**src/rtl/uart_pkg.sv**
```systemverilog
// uart_pkg: register map, STATUS/CTRL bit positions and transmitter state encoding
package uart_pkg;
  localparam logic [1:0] REG_TXDATA = 2'd0;
  localparam logic [1:0] REG_STATUS = 2'd1;
  localparam logic [1:0] REG_CTRL   = 2'd2;
  localparam int ST_FULL  = 0;
  localparam int ST_EMPTY = 1;
  localparam int ST_BUSY  = 2;
  localparam int ST_OVF   = 3;
  localparam int ST_LEVEL = 8;
  localparam int CTRL_IRQ_EN = 0;
  typedef enum logic [1:0] {IDLE, START, DATA, STOP} tx_state_e;
endpackage

```
**src/rtl/uart_fifo_sync.sv**
```systemverilog
// uart_fifo_sync: single-clock FIFO; pushes into a full FIFO and pops from an empty one are ignored
module uart_fifo_sync #(
  parameter int Width = 8,
  parameter int Depth = 16
) (
  input  logic                     clk_i,
  input  logic                     rst_i,
  input  logic                     push_i,
  input  logic [Width-1:0]         data_i,
  input  logic                     pop_i,
  output logic [Width-1:0]         data_o,
  output logic                     full_o,
  output logic                     empty_o,
  output logic [$clog2(Depth):0]   level_o
);
  localparam int AW = $clog2(Depth);
  localparam int LW = AW + 1;
  logic [Width-1:0] mem [Depth];
  logic [AW-1:0] wptr, rptr;
  logic wr, rd;
  assign wr = push_i & ~full_o;
  assign rd = pop_i & ~empty_o;
  assign full_o = level_o == LW'(Depth);
  assign empty_o = level_o == '0;
  assign data_o = mem[rptr];
  // pointers and occupancy; a simultaneous push and pop leaves the level unchanged
  always_ff @(posedge clk_i) begin
    if (rst_i) begin
      wptr <= '0;
      rptr <= '0;
      level_o <= '0;
    end else begin
      if (wr) wptr <= wptr + 1'b1;
      if (rd) rptr <= rptr + 1'b1;
      level_o <= level_o + LW'(wr) - LW'(rd);
    end
  end
  // storage needs no reset: empty_o guards every read
  always_ff @(posedge clk_i) begin
    if (wr) mem[wptr] <= data_i;
  end
endmodule

```
**src/rtl/uart_tx_fifo.sv**
```systemverilog
// uart_tx_fifo: bus-mapped 8N1 UART transmitter with a TX FIFO and a TX-done interrupt
module uart_tx_fifo
  import uart_pkg::*;
#(
  parameter int ClockFrequency = 50_000_000,
  parameter int BaudRate       = 115_200,
  parameter int FifoDepth      = 16
) (
  input  logic        clk_i,
  input  logic        rst_i,
  input  logic        device_req_i,
  input  logic [31:0] device_addr_i,
  input  logic        device_we_i,
  input  logic [3:0]  device_be_i,
  input  logic [31:0] device_wdata_i,
  output logic        device_rvalid_o,
  output logic [31:0] device_rdata_o,
  output logic        uart_tx_o,
  output logic        uart_irq_o
);
  localparam int ClksPerBit = ClockFrequency / BaudRate;
  localparam int CntW = $clog2(ClksPerBit);
  localparam int LvlW = $clog2(FifoDepth) + 1;
  localparam logic [CntW-1:0] CntLoad = CntW'(ClksPerBit - 1);
  tx_state_e state, state_n;
  logic [CntW-1:0] cnt, cnt_n;
  logic [2:0] bit_idx, bit_n;
  logic [7:0] shreg, shreg_n, fifo_data;
  logic tx_n, pop, full, empty, ovf, irq_en, busy, rd, push, drop, stat_rd, ctrl_wr, last;
  logic [LvlW-1:0] level;
  logic [1:0] sel;
  logic [31:0] status, rd_mux;
  logic unused_bits;
  assign unused_bits = ^{device_addr_i[31:4], device_addr_i[1:0], device_be_i[3:1], device_wdata_i[31:8]};
  assign sel = device_addr_i[3:2];
  assign rd = device_req_i & ~device_we_i;
  assign push = device_req_i & device_we_i & (sel == REG_TXDATA) & device_be_i[0];
  assign ctrl_wr = device_req_i & device_we_i & (sel == REG_CTRL) & device_be_i[0];
  assign drop = push & full;
  assign stat_rd = rd & (sel == REG_STATUS);
  assign busy = state != IDLE;
  assign last = cnt == '0;
  assign rd_mux = sel == REG_STATUS ? status : sel == REG_CTRL ? {31'd0, irq_en} : '0;

  uart_fifo_sync #(.Width(8), .Depth(FifoDepth)) u_fifo (
    .clk_i   (clk_i),
    .rst_i   (rst_i),
    .push_i  (push),
    .data_i  (device_wdata_i[7:0]),
    .pop_i   (pop),
    .data_o  (fifo_data),
    .full_o  (full),
    .empty_o (empty),
    .level_o (level)
  );

  // STATUS image as seen in the request cycle
  always_comb begin
    status = '0;
    status[ST_FULL] = full;
    status[ST_EMPTY] = empty;
    status[ST_BUSY] = busy;
    status[ST_OVF] = ovf;
    status[ST_LEVEL +: 8] = 8'(level);
  end

  // bus response, CTRL register, sticky overflow and registered interrupt
  always_ff @(posedge clk_i) begin
    if (rst_i) begin
      device_rvalid_o <= 1'b0;
      device_rdata_o <= '0;
      irq_en <= 1'b0;
      ovf <= 1'b0;
      uart_irq_o <= 1'b0;
    end else begin
      device_rvalid_o <= device_req_i;
      device_rdata_o <= rd ? rd_mux : '0;
      if (ctrl_wr) irq_en <= device_wdata_i[CTRL_IRQ_EN];
      ovf <= drop | (ovf & ~stat_rd);
      uart_irq_o <= irq_en & empty & ~busy;
    end
  end

  // transmitter registers; reset drops any frame in flight and idles the line
  always_ff @(posedge clk_i) begin
    if (rst_i) begin
      state <= IDLE;
      cnt <= '0;
      bit_idx <= '0;
      shreg <= '0;
      uart_tx_o <= 1'b1;
    end else begin
      state <= state_n;
      cnt <= cnt_n;
      bit_idx <= bit_n;
      shreg <= shreg_n;
      uart_tx_o <= tx_n;
    end
  end

  // framing: each bit lasts ClksPerBit cycles; frames chain back-to-back while bytes remain
  always_comb begin
    state_n = state;
    cnt_n = last ? CntLoad : cnt - 1'b1;
    bit_n = bit_idx;
    shreg_n = shreg;
    tx_n = uart_tx_o;
    pop = 1'b0;
    case (state)
      IDLE: begin
        cnt_n = cnt;
        if (!empty) begin
          pop = 1'b1;
          state_n = START;
          cnt_n = CntLoad;
          shreg_n = fifo_data;
          tx_n = 1'b0;
        end
      end
      START: if (last) begin
        state_n = DATA;
        bit_n = '0;
        tx_n = shreg[0];
      end
      DATA: if (last) begin
        state_n = bit_idx == 3'd7 ? STOP : DATA;
        bit_n = bit_idx + 1'b1;
        shreg_n = shreg >> 1;
        tx_n = bit_idx == 3'd7 ? 1'b1 : shreg[1];
      end
      STOP: if (last) begin
        pop = !empty;
        state_n = empty ? IDLE : START;
        shreg_n = empty ? shreg : fifo_data;
        tx_n = empty;
      end
      default: ;
    endcase
  end
endmodule

```
**config.mk**
```make
export PLATFORM = sky130hd
export DESIGN_NAME = uart_tx_fifo
export DESIGN_NICKNAME = d
export VERILOG_FILES = /design/src/rtl/uart_pkg.sv /design/src/rtl/uart_fifo_sync.sv /design/src/rtl/uart_tx_fifo.sv
export SDC_FILE = /design/constraint.sdc
export NUM_CORES = 1
export LEC_CHECK = 0
export CAP_MARGIN = 20
export CORE_ASPECT_RATIO = 0.9
export CORE_MARGIN = 4
export CORE_UTILIZATION = 55
export CTS_CLUSTER_SIZE = 8
export DETAILED_ROUTE_END_ITERATION = 10
export PLACE_DENSITY = 0.89
export SLEW_MARGIN = 30
export SYNTH_ARGS = -nofsm -noshare
export SYNTH_HDL_FRONTEND = slang
export SYNTH_SLANG_ARGS = --single-unit
export TNS_END_PERCENT = 30
```
**constraint.sdc**
```tcl
create_clock -name clk_i -period 4.45 [get_ports clk_i]
set_clock_uncertainty 0.2 [all_clocks]
set_input_delay 0.89 -clock clk_i [delete_from_list [all_inputs] [get_ports clk_i]]
set_output_delay 0.89 -clock clk_i [all_outputs]
set_load 0.01 [all_outputs]
```
### Yosys cells after proc, flatten, opt, wreduce, memory -nomap -nowiden

Memory sizes are Yosys's and may differ from the RTL's. A register that Yosys moved wholly into a read port is not among the register bits.
Index checks and enable logic that the tools add are counted.

| storage, ports and cells | value |
|---|---|
| register bits after elaboration | 72 |
| logic and storage cells | 97 |
| input port bits | 72 |
| RAM bits | 128 |
| output and inout bits | 35 |
| memories kept | 1 |

Memories:

| memory | words | bits a word | rd ports | clocked after Yosys merged registers in | write ports | RTL line | text |
|---|---|---|---|---|---|---|---|
| u_fifo.mem | 16 | 8 | 1 | 1 | 1 | uart_fifo_sync.sv:18 | `logic [Width-1:0] mem [Depth];` |

| operators by class | value |
|---|---|
| equal/unequal tests | 11 |
| reductions and logical operators | 13 |
| add/sub/neg operators | 6 |
| bitwise gates (word level) | 20 |
| multiplexer cells | 32 |

Operator list:

| kind | count |
|---|---|
| $mux W9 | 3 |
| $mux W8 | 3 |
| $pmux W8 S3 | 1 |
| $and A1 B1 Y1 | 13 |
| $mux W13 | 1 |
| $mux W1 | 12 |
| $logic_not A9 Y1 | 1 |
| $sub A9 B1 Y9 const B | 1 |
| $add A4 B1 Y4 const B | 2 |
| $mux W2 | 4 |
| $mux W4 | 2 |
| $ne A2 B2 Y1 const B | 4 |
| $pmux W2 S4 | 1 |
| $eq A2 B2 Y1 const B | 3 |
| $mux W3 | 2 |
| $not A1 Y1 | 6 |
| $pmux W3 S2 | 1 |
| $reduce_and A3 Y1 | 2 |
| $add A5 B1 Y5 | 1 |
| $eq A5 B5 Y1 const B | 1 |
| $logic_not A5 Y1 | 1 |
| $sub A5 B1 Y5 | 1 |
| $eq A2 B1 Y1 const B | 2 |
| $logic_not A2 Y1 | 2 |
| 11 further kinds | 12 |

### Longest topological paths before layout

Gate-level depths: netlist of the first run.

| logic depth | value |
|---|---|
| depth after elaboration | 7 |
| mapped depth | 13 |

### Cells and area by module

A second synthesis of the first run with hierarchy kept.

| second synthesis, totals | value |
|---|---|
| cells, all modules | 510 |
| area, all modules | 7693.6 sq um |

By module, submodules not included:

| module | area each (sq um) | times used | cells an instance | seq. area each (sq um) |
|---|---|---|---|---|
| uart_fifo_sync | 5799.3 | 1 | 306 | 4184.0 |
| uart_tx_fifo | 1894.3 | 1 | 204 | 720.7 |

### Worst setup path before layout of the first run

No wires, ideal clock.

| timing path | value |
|---|---|
| path type | reg-to-reg |
| from | register u_fifo.level_o[3] |
| to | register u_fifo.level_o[4] |
| path slack | 1.217 ns |
| stages on the path, launching flop included | 14 |
| arrival time | 2.963 ns |
| library setup time | 0.070 ns |
| period minus slack after synthesis | 3.233 ns |
| cells stage by stage | dfxtp_1 inv_1 ha_1 or4b_2 nand2b_1 nor2_1 ha_1 inv_1 ha_1 fa_1 a21oi_1 nor2_1 or3_1 a21oi_1 |

| on the way | value |
|---|---|
| longest elaborated chain between the ends | 6 |

Ends and longest elaborated chain:

| element | RTL line | text |
|---|---|---|
| start, declared | uart_fifo_sync.sv:14 | `output logic [$clog2(Depth):0] level_o` |
| start signal, assigned | uart_fifo_sync.sv:35 | `level_o <= level_o + LW'(wr) - LW'(rd);` |
| $logic_not A5 Y1 * | uart_fifo_sync.sv:24 | `assign empty_o = level_o == '0;` |
| $logic_not A1 Y1 | uart_tx_fifo.sv:132 | `pop = !empty;` |
| $mux W1 | uart_tx_fifo.sv:131 | `STOP: if (last) begin` |
| $pmux W1 S2 | uart_tx_fifo.sv:109 | `case (state)` |
| $and A1 B1 Y1 * | uart_fifo_sync.sv:22 | `assign rd = pop_i & ~empty_o;` |
| via u_fifo.rd | uart_fifo_sync.sv:20 | `logic wr, rd;` |
| $sub A5 B1 Y5 * | uart_fifo_sync.sv:35 |  |

The timed path passes the listed nets; every way through them passes the cells marked *.
A chain may end at the register's enable or synchronous reset.

### Worst setup path after layout of the first run

| timing path | value |
|---|---|
| from | register u_fifo.level_o[2] |
| to | register u_fifo.level_o[4] |

Same word-level chain as after synthesis.

==> impl_metrics.env, run 1 <==
export IMPL_crit_arrival_ns=3.82
export IMPL_gp_congestion=0.8662
export IMPL_synth_top_area_share_pct=50.23
export IMPL_power_density_nw_per_um2=574.3
export IMPL_clock_path_buffers=2
export IMPL_drt_vias_per_instance=6.014
export IMPL_initial_core_util_pct=56.84
export IMPL_cts_sinks=181
export IMPL_finalSetupViolCount=0
export IMPL_tns_ns=0
export IMPL_synthCells=521
export IMPL_grt_max_degree=53
export IMPL_clock_fmax_mhz=272.1
export IMPL_combPwrFrac_pct=26.5
export IMPL_die_w_um=132.3
export IMPL_netlist_area_um2=7652
export IMPL_p_int_mw=3.424
export IMPL_grt_pass1_vias=4454
export IMPL_cts_tree="done"
export IMPL_post_route_period_util_pct=82.57
export IMPL_worst_r2r_setup_slack_ns=0.78
export IMPL_worst_slew_pin_slew_ns=0.9456
export IMPL_crit_type="flop to flop"
export IMPL_crit_end="u_fifo.level_o[4]"
export IMPL_design_core_area_um2=13460
export IMPL_seq_area_frac_synth_pct=64.09
export IMPL_final_max_slew_viol_count=0
export IMPL_port_buffers=26
export IMPL_clk_pin_slew_ns=0.07
export IMPL_grt_pass1_wl_mm=23.70
export IMPL_vias=4426
export IMPL_dp_hpwl_mm=9.387
export IMPL_r2r_end="u_fifo.level_o[4]"
export IMPL_yosys_top_cells_area="edfxtp_1, dfxtp_1, mux4_2, ha_1, buf_4"
export IMPL_insertion_delay_ns=0.43
export IMPL_crit_required_ns=4.60
export IMPL_ys_warn_count=0
export IMPL_whs_ns=0.2880
export IMPL_drtPass1Iterations=5
export IMPL_ctsHoldBuffers=0
export IMPL_run_status="finished clean"
export IMPL_synth_area_leader_cell="edfxtp_1"
export IMPL_cts_setup_buffers=0
export IMPL_htree_levels=4
export IMPL_end_kind="flop"
export IMPL_ys_ff_latch=181
export IMPL_rows=40
export IMPL_drive_above_1_share_pct=16.37
export IMPL_ir_drop_mv=0.3625
export IMPL_rsz0062_at_grt="false"
export IMPL_syn_area_per_cell_um2=14.69
export IMPL_switchingPower_mw=1.549
export IMPL_p_clk_share_pct=31.3
export IMPL_cp_start_kind="flop"
export IMPL_postRouteAntennaNets=0
export IMPL_cts_inserted_buffers=17
export IMPL_seq_power_share_pct=42.2
export IMPL_yosysUniqueCellTypes=61
export IMPL_die_h_um=119.9
export IMPL_drt_total_wl_mm=14.74
export IMPL_synth_edf_count=128
export IMPL_drc=0
export IMPL_antenna_found_initial=0
export IMPL_worstPathMaxFanout=9
export IMPL_cp_startpoint="u_fifo.level_o[2]"
export IMPL_nNetsFinal=648
export IMPL_relSlewSlack_pct=36.96
export IMPL_ios=107
export IMPL_p_leak_nw=2.916
export IMPL_synth_ff_type="edfxtp_1"
export IMPL_hold_class="flop to flop"
export IMPL_finalHoldViolCount=0
export IMPL_cts_root_buf="clkbuf_16"
export IMPL_ys_async_sr_fraction_pct=0
export IMPL_cap_violations=0
export IMPL_area_growth_pct=13.18
export IMPL_wire_per_inst_um=20.03
export IMPL_switching_share_pct=31.15
export IMPL_die_area_um2=15870
export IMPL_grt_total_usage_pct=19.52
export IMPL_n_antenna_cell=0
export IMPL_cts_resized=0
export IMPL_grt_overflow=0
export IMPL_drt_initial_drc_count=385
export IMPL_period_minus_slack_ns=3.674
export IMPL_worst_r2r_cell_count=13
export IMPL_r2r_start="u_fifo.level_o[2]"
[cell usage after synthesis, types with 4 or more instances]
cell      count
edfxtp_1    128
dfxtp_1      53
mux4_2       32
nor2_1       30
a21oi_1      29
buf_4        24
ha_1         20
nand2_1      17
clkbuf_1     16
inv_1        16
o21ai_0      15
a22o_1       12
nor3_1        9
a311oi_1      8
nor4_1        8
mux2i_1       6
nand3_1       6
nor2b_1       6
or3_1         6
buf_2         5
nand2b_1      5
a31oi_1       4
and2_1        4
o31ai_1       4
[worst max-delay path, cell delays in order (launching register included)]
cell      delay (ns)
dfxtp_1         0.32
inv_1           0.11
ha_1            0.20
or4b_2          0.68
nand2b_1        0.30
nor2_1          0.09
ha_1            0.31
inv_1           0.04
ha_1            0.20
fa_1            0.41
a21oi_1         0.17
nor2_1          0.07
or3_1           0.34
a21oi_1         0.16
[power by group through the flow]
stage / sequential, mW / combinational (mW) / clock, mW
CTS: 2.10 / 1.31 / 1.57
finish: 2.10 / 1.32 / 1.56
global placement: 2.12 / 1.23 / 0
global route: 2.13 / 1.47 / 1.66
floorplan: 2.03 / 1.12 / 0
detailed placement: 2.13 / 1.29 / 0
[per-stage QoR]
stage / util, % / setup WS (ns) / std cells / power (mW) / cell area (um2)
3_5_place_dp: 59.65 / 0.8496 / 704 / 3.419 / 8030
4_1_cts: 64.27 / 0.8079 / 736 / 4.980 / 8652
3_3_place_gp: 59.65 / 0.9386 / 704 / 3.345 / 8030
5_1_grt: 64.33 / 0.5776 / 736 / 5.255 / 8661
2_1_floorplan: - / 1.217 / 543 / 3.159 / 7735
6_report: 64.33 / 0.7755 / 736 / 4.974 / 8661
[state kept, by name, summed over array words and instances (netlist names), 2 cells and up, named ones only]
register	count
cnt	9
u_fifo.mem	128
u_fifo.level_o	5
u_fifo.rptr	4
u_fifo.wptr	4
device_rdata_o	9
state	2
bit_idx	3
shreg	8
[worst min path at each step]
stage	cells after the start	from	endpoint	slack [ns]
floorplan	2	ovf	ovf	0.24
CTS	2	bit_idx[2]	bit_idx[2]	0.29
global route	2	shreg[7]	shreg[6]	0.32
detailed placement	2	bit_idx[2]	bit_idx[2]	0.28
global placement	2	bit_idx[2]	bit_idx[2]	0.26
finish	2	bit_idx[2]	bit_idx[2]	0.29
[logic make-up (layout without fill, tap and decap cells)]
logic type / Yosys count / count (layout) / share of synthesized area (%)
compound gates: 94 / 94 / 8.437
xor+xnor: 6 / 6 / 0.6868
fa+ha+maj: 21 / 21 / 3.532
buf+inv: 64 / 89 / 4.496
flops: 181 / 181 / 64.09
mux: 40 / 40 / 10.50
other cells: 1 / 23 / 0.04900
simple gates: 114 / 114 / 8.208
[routing by layer]
| layer | global-route usage, % | routed length (um) |
|---|---|---|
| met1 | 24.97 | 6157 |
| met2 | 32.02 | 7367 |
| met3 | 5.784 | 985 |
| met4 | 6.818 | 233 |
| met5 | 0 | 0 |
[cell type report]
class / count / area, um2
multi-input combinational: 298 / 2492
inverter: 16 / 60.06
sequential: 181 / 4908
clock buffer: 17 / 425.4
tap: 168 / 210.2
fill: 882 / 4802
timing repair buffer: 41 / 367.9
clock inverter: 15 / 196.4
[layout by cell type, fill, tap and decap left out, types with 8 or more instances in the layout]
master             n
a21oi_1           29
a22o_1            12
a311oi_1           8
buf_4             15
clkbuf_16         17
clkdlybuf4s50_1   25
conb_1            23
dfxtp_1           52
edfxtp_1         128
ha_1              20
inv_1             16
mux4_2            32
nand2_1           17
nor2_1            30
nor3_1             9
nor4_1             8
o21ai_0           15
No activity file was read; power rests on OpenSTA's default activity.
==> run 2: changes to the inputs <==
==> constraint.sdc (replaced) <==
create_clock -name clk_i -period 3.4 [get_ports clk_i]
set_clock_uncertainty 0.2 [all_clocks]
set_input_delay 0.68 -clock clk_i [delete_from_list [all_inputs] [get_ports clk_i]]
set_output_delay 0.68 -clock clk_i [all_outputs]
set_load 0.01 [all_outputs]
==> run 2 against run 1 <==
Against the previous run:
- critical path depth did not move
- final cell count up 1.8%
- sequential power rose by 28%
- clock power up 18%
- total power rose by 29%
- global-route usage is 0.91 points higher
- worst setup slack lost 0.62 ns
- final area increased by 0.51%
- largest power group unchanged
- highest routed layer unchanged
==> impl_metrics.env, run 2 (synthesis results as in run 1) <==
export IMPL_clock_path_buffers=2
export IMPL_antenna_found_initial=0
export IMPL_wire_per_inst_um=21.00
export IMPL_rows=40
export IMPL_die_area_um2=15870
export IMPL_ios=107
export IMPL_relSlewSlack_pct=46.89
export IMPL_fillers=894
export IMPL_placed_cell_area_um2=8140
export IMPL_regArea_um2=4906
export IMPL_cts_inserted_buffers=17
export IMPL_holdPathEnd="shreg[1]"
export IMPL_r2r_end="u_fifo.level_o[4]"
export IMPL_port_buffers=26
export IMPL_run_status="finished clean"
export IMPL_drt_total_wl_mm=15.73
export IMPL_reg_largest_list="u_fifo.mem (128), cnt (9), device_rdata_o (9)"
export IMPL_finalHoldViolCount=0
export IMPL_final_max_slew_viol_count=0
export IMPL_cap_violations=0
export IMPL_die_w_um=132.3
export IMPL_vias=4599
export IMPL_finalPower_mw=6.436
export IMPL_crit_required_ns=3.55
export IMPL_initial_core_util_pct=56.84
export IMPL_period_minus_slack_ns=3.243
export IMPL_postRouteAntennaNets=0
export IMPL_drive_above_1_share_pct=17.90
export IMPL_cts_root_buf="clkbuf_16"
export IMPL_worst_r2r_cell_count=13
export IMPL_final_cell_area_um2=8705
export IMPL_drc=0
export IMPL_drt_vias_per_instance=6.140
export IMPL_grt_overflow=0
export IMPL_whs_ns=0.2853
export IMPL_n_antenna_cell=0
export IMPL_tns_ns=0
export IMPL_clk_pin_slew_ns=0.06
export IMPL_drtPass1Iterations=5
export IMPL_dp_hpwl_mm=10.05
export IMPL_worst_slew_pin_slew_ns=0.7906
export IMPL_cp_start_kind="flop"
export IMPL_p_leak_nw=2.944
export IMPL_final_common_cell="edfxtp_1"
export IMPL_grt_pass1_vias=4522
export IMPL_grt_pass1_wl_mm=24.75
export IMPL_grt_max_degree=45
export IMPL_multi_input_area_um2=2491
export IMPL_largest_register="u_fifo.mem"
export IMPL_worst_r2r_setup_slack_ns=0.16
export IMPL_worst_hold_startpoint="shreg[2]"
export IMPL_final_cell_mix="edfxtp_1, dfxtp_1, mux4_2"
export IMPL_r2r_start="u_fifo.level_o[3]"
export IMPL_crit_arrival_ns=3.39
export IMPL_drt_initial_drc_count=400
export IMPL_end_kind="flop"
export IMPL_cts_setup_buffers=0
export IMPL_place_ws_ns=0.1554
export IMPL_worst_slack_ns=0.1567
export IMPL_hold_class="flop to flop"
export IMPL_gp_congestion=0.8569
export IMPL_cts_tree="done"
export IMPL_cts_sinks=181
export IMPL_clock_fmax_mhz=308.3
export IMPL_largest_reg_flops=128
export IMPL_power_density_nw_per_um2=739.4
export IMPL_nNetsFinal=661
export IMPL_htree_levels=4
export IMPL_grt_total_usage_pct=20.43
export IMPL_cts_resized=0
export IMPL_ctsHoldBuffers=0
export IMPL_area_growth_pct=13.75
export IMPL_insertion_delay_ns=0.43
export IMPL_ir_drop_mv=0.4822
export IMPL_worstHoldPathCells=2
export IMPL_finalSetupViolCount=0
export IMPL_worstPathMaxFanout=3
export IMPL_crit_type="flop to flop"
export IMPL_die_h_um=119.9
export IMPL_design_core_area_um2=13460
export IMPL_post_route_period_util_pct=95.39
-- run 2: cell count changes in the layout (fill, tap and decap cells not counted), sizes merged --
cell	change
buf	+13
bufinv	-2
clkbuf	+1
clkinv	+5
inv	-4
-- run 2: cell type report --
cell class              count  share of cell area [%]
clock buffers              18                   4.930
inverters                  16                  0.6900
multi-input cells         298                   28.62
repair buffers             54                   5.491
well taps                 168                   2.415
clock inverters            14                   1.495
flip-flops and latches    181                   56.36
-- run 2: routing by layer --
metal	vias to the layer above	global-route usage, %	wire length, um
li1	2070	-	-
met1	2325	26.42	6486
met2	185	34.12	8086
met3	19	4.904	951
met4	0	7.143	202
met5	-	0	0
-- run 2: through the flow --
step                      std cells  utilization, %
final                           749           64.66
after global routing            749           64.66
after global placement          717           60.46
after floorplan                 543               -
after detailed placement        717           60.46
after CTS                       749           64.62
-- run 2: critical path, cell delays in order, from the launching register on --
cell      delay [ns]
dfxtp_1         0.32
inv_1           0.10
ha_2            0.20
or4b_2          0.61
nand2b_1        0.12
nor2_1          0.06
ha_1            0.27
inv_1           0.04
ha_1            0.20
fa_2            0.37
a21oi_1         0.15
nor2_1          0.07
or3_1           0.34
a21oi_1         0.13
-- run 2: how the worst max path moves through the flow --
stage / start / endpoint / slack (ns) / cells after the start
after detailed placement: u_fifo.level_o[3] / u_fifo.level_o[4] / 0.16 / 13
after global routing: u_fifo.level_o[3] / u_fifo.level_o[4] / -0.00003 / 13
final: u_fifo.level_o[3] / u_fifo.level_o[4] / 0.16 / 13
after global placement: u_fifo.level_o[3] / u_fifo.level_o[4] / 0.16 / 13
after floorplan: u_fifo.level_o[3] / u_fifo.level_o[4] / 0.17 / 13
after CTS: u_fifo.level_o[2] / u_fifo.level_o[4] / 0.12 / 13
-- run 2: power breakdown --
part	internal, mW	total (mW)	switching (mW)
clock	1.01	1.84	0.831
combinational	0.866	1.90	1.03
sequential	2.51	2.69	0.180
total	4.39	6.44	2.05
==> run 3: changes to the inputs <==
--- a/config.mk
+++ b/config.mk
@@ -8,10 +8,10 @@
 export CAP_MARGIN = 20
 export CORE_ASPECT_RATIO = 0.9
 export CORE_MARGIN = 4
-export CORE_UTILIZATION = 55
+export CORE_UTILIZATION = 30
 export CTS_CLUSTER_SIZE = 8
 export DETAILED_ROUTE_END_ITERATION = 10
-export PLACE_DENSITY = 0.89
+export PLACE_DENSITY = 0.58
 export SLEW_MARGIN = 30
 export SYNTH_ARGS = -nofsm -noshare
 export SYNTH_HDL_FRONTEND = slang
==> run 3 against run 2 <==
Against the previous run:
- sequential share of layout area down 1.6 points
- core utilization down 29 points
- critical path depth unchanged
- die area up 77%
- hold slack worse by 0.0049 ns
- total power up 1.1%
- final area up 2.9%
- critical path type unchanged
- critical endpoint unchanged
- largest power group unchanged
- highest routed layer unchanged
==> impl_metrics.env, run 3 (synthesis results as in run 1) <==
export IMPL_final_common_cell="edfxtp_1"
export IMPL_reg_largest_list="u_fifo.mem (128), cnt (9), device_rdata_o (9)"
export IMPL_p_leak_nw=2.963
export IMPL_cp_start_kind="flop"
export IMPL_power_density_nw_per_um2=726.9
export IMPL_initial_core_util_pct=30.47
export IMPL_drt_initial_drc_count=365
export IMPL_rsz0062_at_grt="false"
export IMPL_instances_no_fill=923
export IMPL_drtPass1Iterations=4
export IMPL_area_growth_pct=17.02
export IMPL_antenna_found_initial=0
export IMPL_design_core_area_um2=25120
export IMPL_largest_register="u_fifo.mem"
export IMPL_relSlewSlack_pct=43.69
export IMPL_cap_violations=0
export IMPL_run_status="finished clean"
export IMPL_htree_levels=4
export IMPL_hold_class="flop to flop"
export IMPL_worst_slew_pin_slew_ns=0.8446
export IMPL_die_w_um=176.4
export IMPL_cts_tree="done"
export IMPL_period_minus_slack_ns=3.188
export IMPL_grt_overflow=0
export IMPL_grt_total_usage_pct=11.30
export IMPL_n_antenna_cell=0
export IMPL_crit_type="flop to flop"
export IMPL_clock_path_buffers=2
export IMPL_clock_fmax_mhz=313.7
export IMPL_grt_pass1_vias=4420
export IMPL_largest_reg_flops=128
export IMPL_end_kind="flop"
export IMPL_ctsHoldBuffers=0
export IMPL_ir_drop_mv=0.3484
export IMPL_finalHoldViolCount=0
export IMPL_drt_vias_per_instance=4.837
export IMPL_grt_pass1_wl_mm=24.55
export IMPL_crit_arrival_ns=3.34
export IMPL_wire_per_inst_um=17.12
export IMPL_port_buffers=26
export IMPL_insertion_delay_ns=0.43
export IMPL_fillers=2375
export IMPL_grt_max_degree=45
export IMPL_dp_hpwl_mm=10.45
export IMPL_cts_inserted_buffers=17
export IMPL_final_cell_mix="edfxtp_1, dfxtp_1, mux4_2"
export IMPL_drc=0
export IMPL_placedCellCount=892
export IMPL_ios=107
export IMPL_cts_root_buf="clkbuf_16"
export IMPL_worstPathMaxFanout=5
export IMPL_clk_pin_slew_ns=0.07
export IMPL_gp_congestion=0.7951
export IMPL_vias=4465
export IMPL_final_max_slew_viol_count=0
export IMPL_tns_ns=0
export IMPL_postRouteAntennaNets=0
export IMPL_finalSetupViolCount=0
export IMPL_die_h_um=159.5
export IMPL_rows=55
export IMPL_crit_required_ns=3.55
export IMPL_drive_above_1_share_pct=18.59
export IMPL_nNetsFinal=662
export IMPL_post_route_period_util_pct=93.75
export IMPL_cts_sinks=181
export IMPL_drt_total_wl_mm=15.80
export IMPL_die_area_um2=28130
-- run 3: cell types whose count changed in the layout (fill, tap and decap cells not counted), moves of 2 or more --
cell | before | now
clkinv_4 | 4 | 1
inv_8 | 0 | 5
clkinv_1 | 3 | 0
buf_4 | 27 | 29
-- run 3: final cells by class --
type	count	area, um2	share of cell area (%)
Sequential cell	181	4906	54.79
Clock inverter	14	163.9	1.830
Multi-Input combinational cell	298	2499	27.90
Tap cell	342	427.9	4.779
Clock buffer	17	425.4	4.751
Timing Repair Buffer	55	473.0	5.282
Inverter	16	60.06	0.6707
-- run 3: worst paths after layout --
check | start | endpoint | slack [ns] | cells after the start
hold / removal | shreg[7] | shreg[7] | 0.28 | 2
setup reg to reg | cnt[0] | u_fifo.level_o[4] | 0.21 | 13
setup / recovery | cnt[0] | u_fifo.level_o[4] | 0.21 | 13
hold reg to reg | shreg[7] | shreg[7] | 0.28 | 2
-- run 3: per-stage QoR --
step	hold slack, ns	utilization, %	power, mW	worst slack (ns)	instance area, um2
after global routing	0.3038	35.65	6.886	0.04537	8955
after CTS	0.2819	35.60	6.527	0.03790	8942
final	0.2804	35.65	6.509	0.2125	8955
after detailed placement	0.2731	33.26	4.584	0.08512	8353
after global placement	0.2609	33.26	4.524	0.08211	8353
after floorplan	0.2416	-	4.134	0.1670	7735
-- run 3: worst max-delay path: stages, from the launching register on --
cell and delay [ns]:
dfxtp_1 0.40, inv_1 0.09, ha_1 0.24, nor4b_2 0.19, a31oi_1 0.26, nor2_1 0.09
ha_1 0.27, inv_1 0.04, ha_1 0.21, fa_2 0.40, a21oi_2 0.14, nor2_1 0.06
or3_1 0.35, a21oi_1 0.15
-- run 3: power by group --
group          switching [mW]  leakage (nW)  internal, mW
logic                   0.994          1.10         0.861
clock network           0.901         0.281          1.04
registers               0.199          1.58          2.51
-- run 3: repair_timing --
action / 4_1_cts / 5_1_grt
gates resized for setup: 0 / 4
endpoints found under the setup margin: 0 / 1
setup buffers: 0 / 0
-- run 3: layer usage --
| metal | wire length (um) | part of all wire (%) | vias to the layer above | track usage (%) |
|---|---|---|---|---|
| met5 | 0 | 0 | - | 0 |
| met4 | 176 | 1.1 | 0 | 3.376 |
| met3 | 919 | 5.8 | 16 | 2.920 |
| met2 | 7621 | 48 | 139 | 18.16 |
| met1 | 7082 | 45 | 2240 | 15.12 |
| li1 | - | - | 2070 | - |
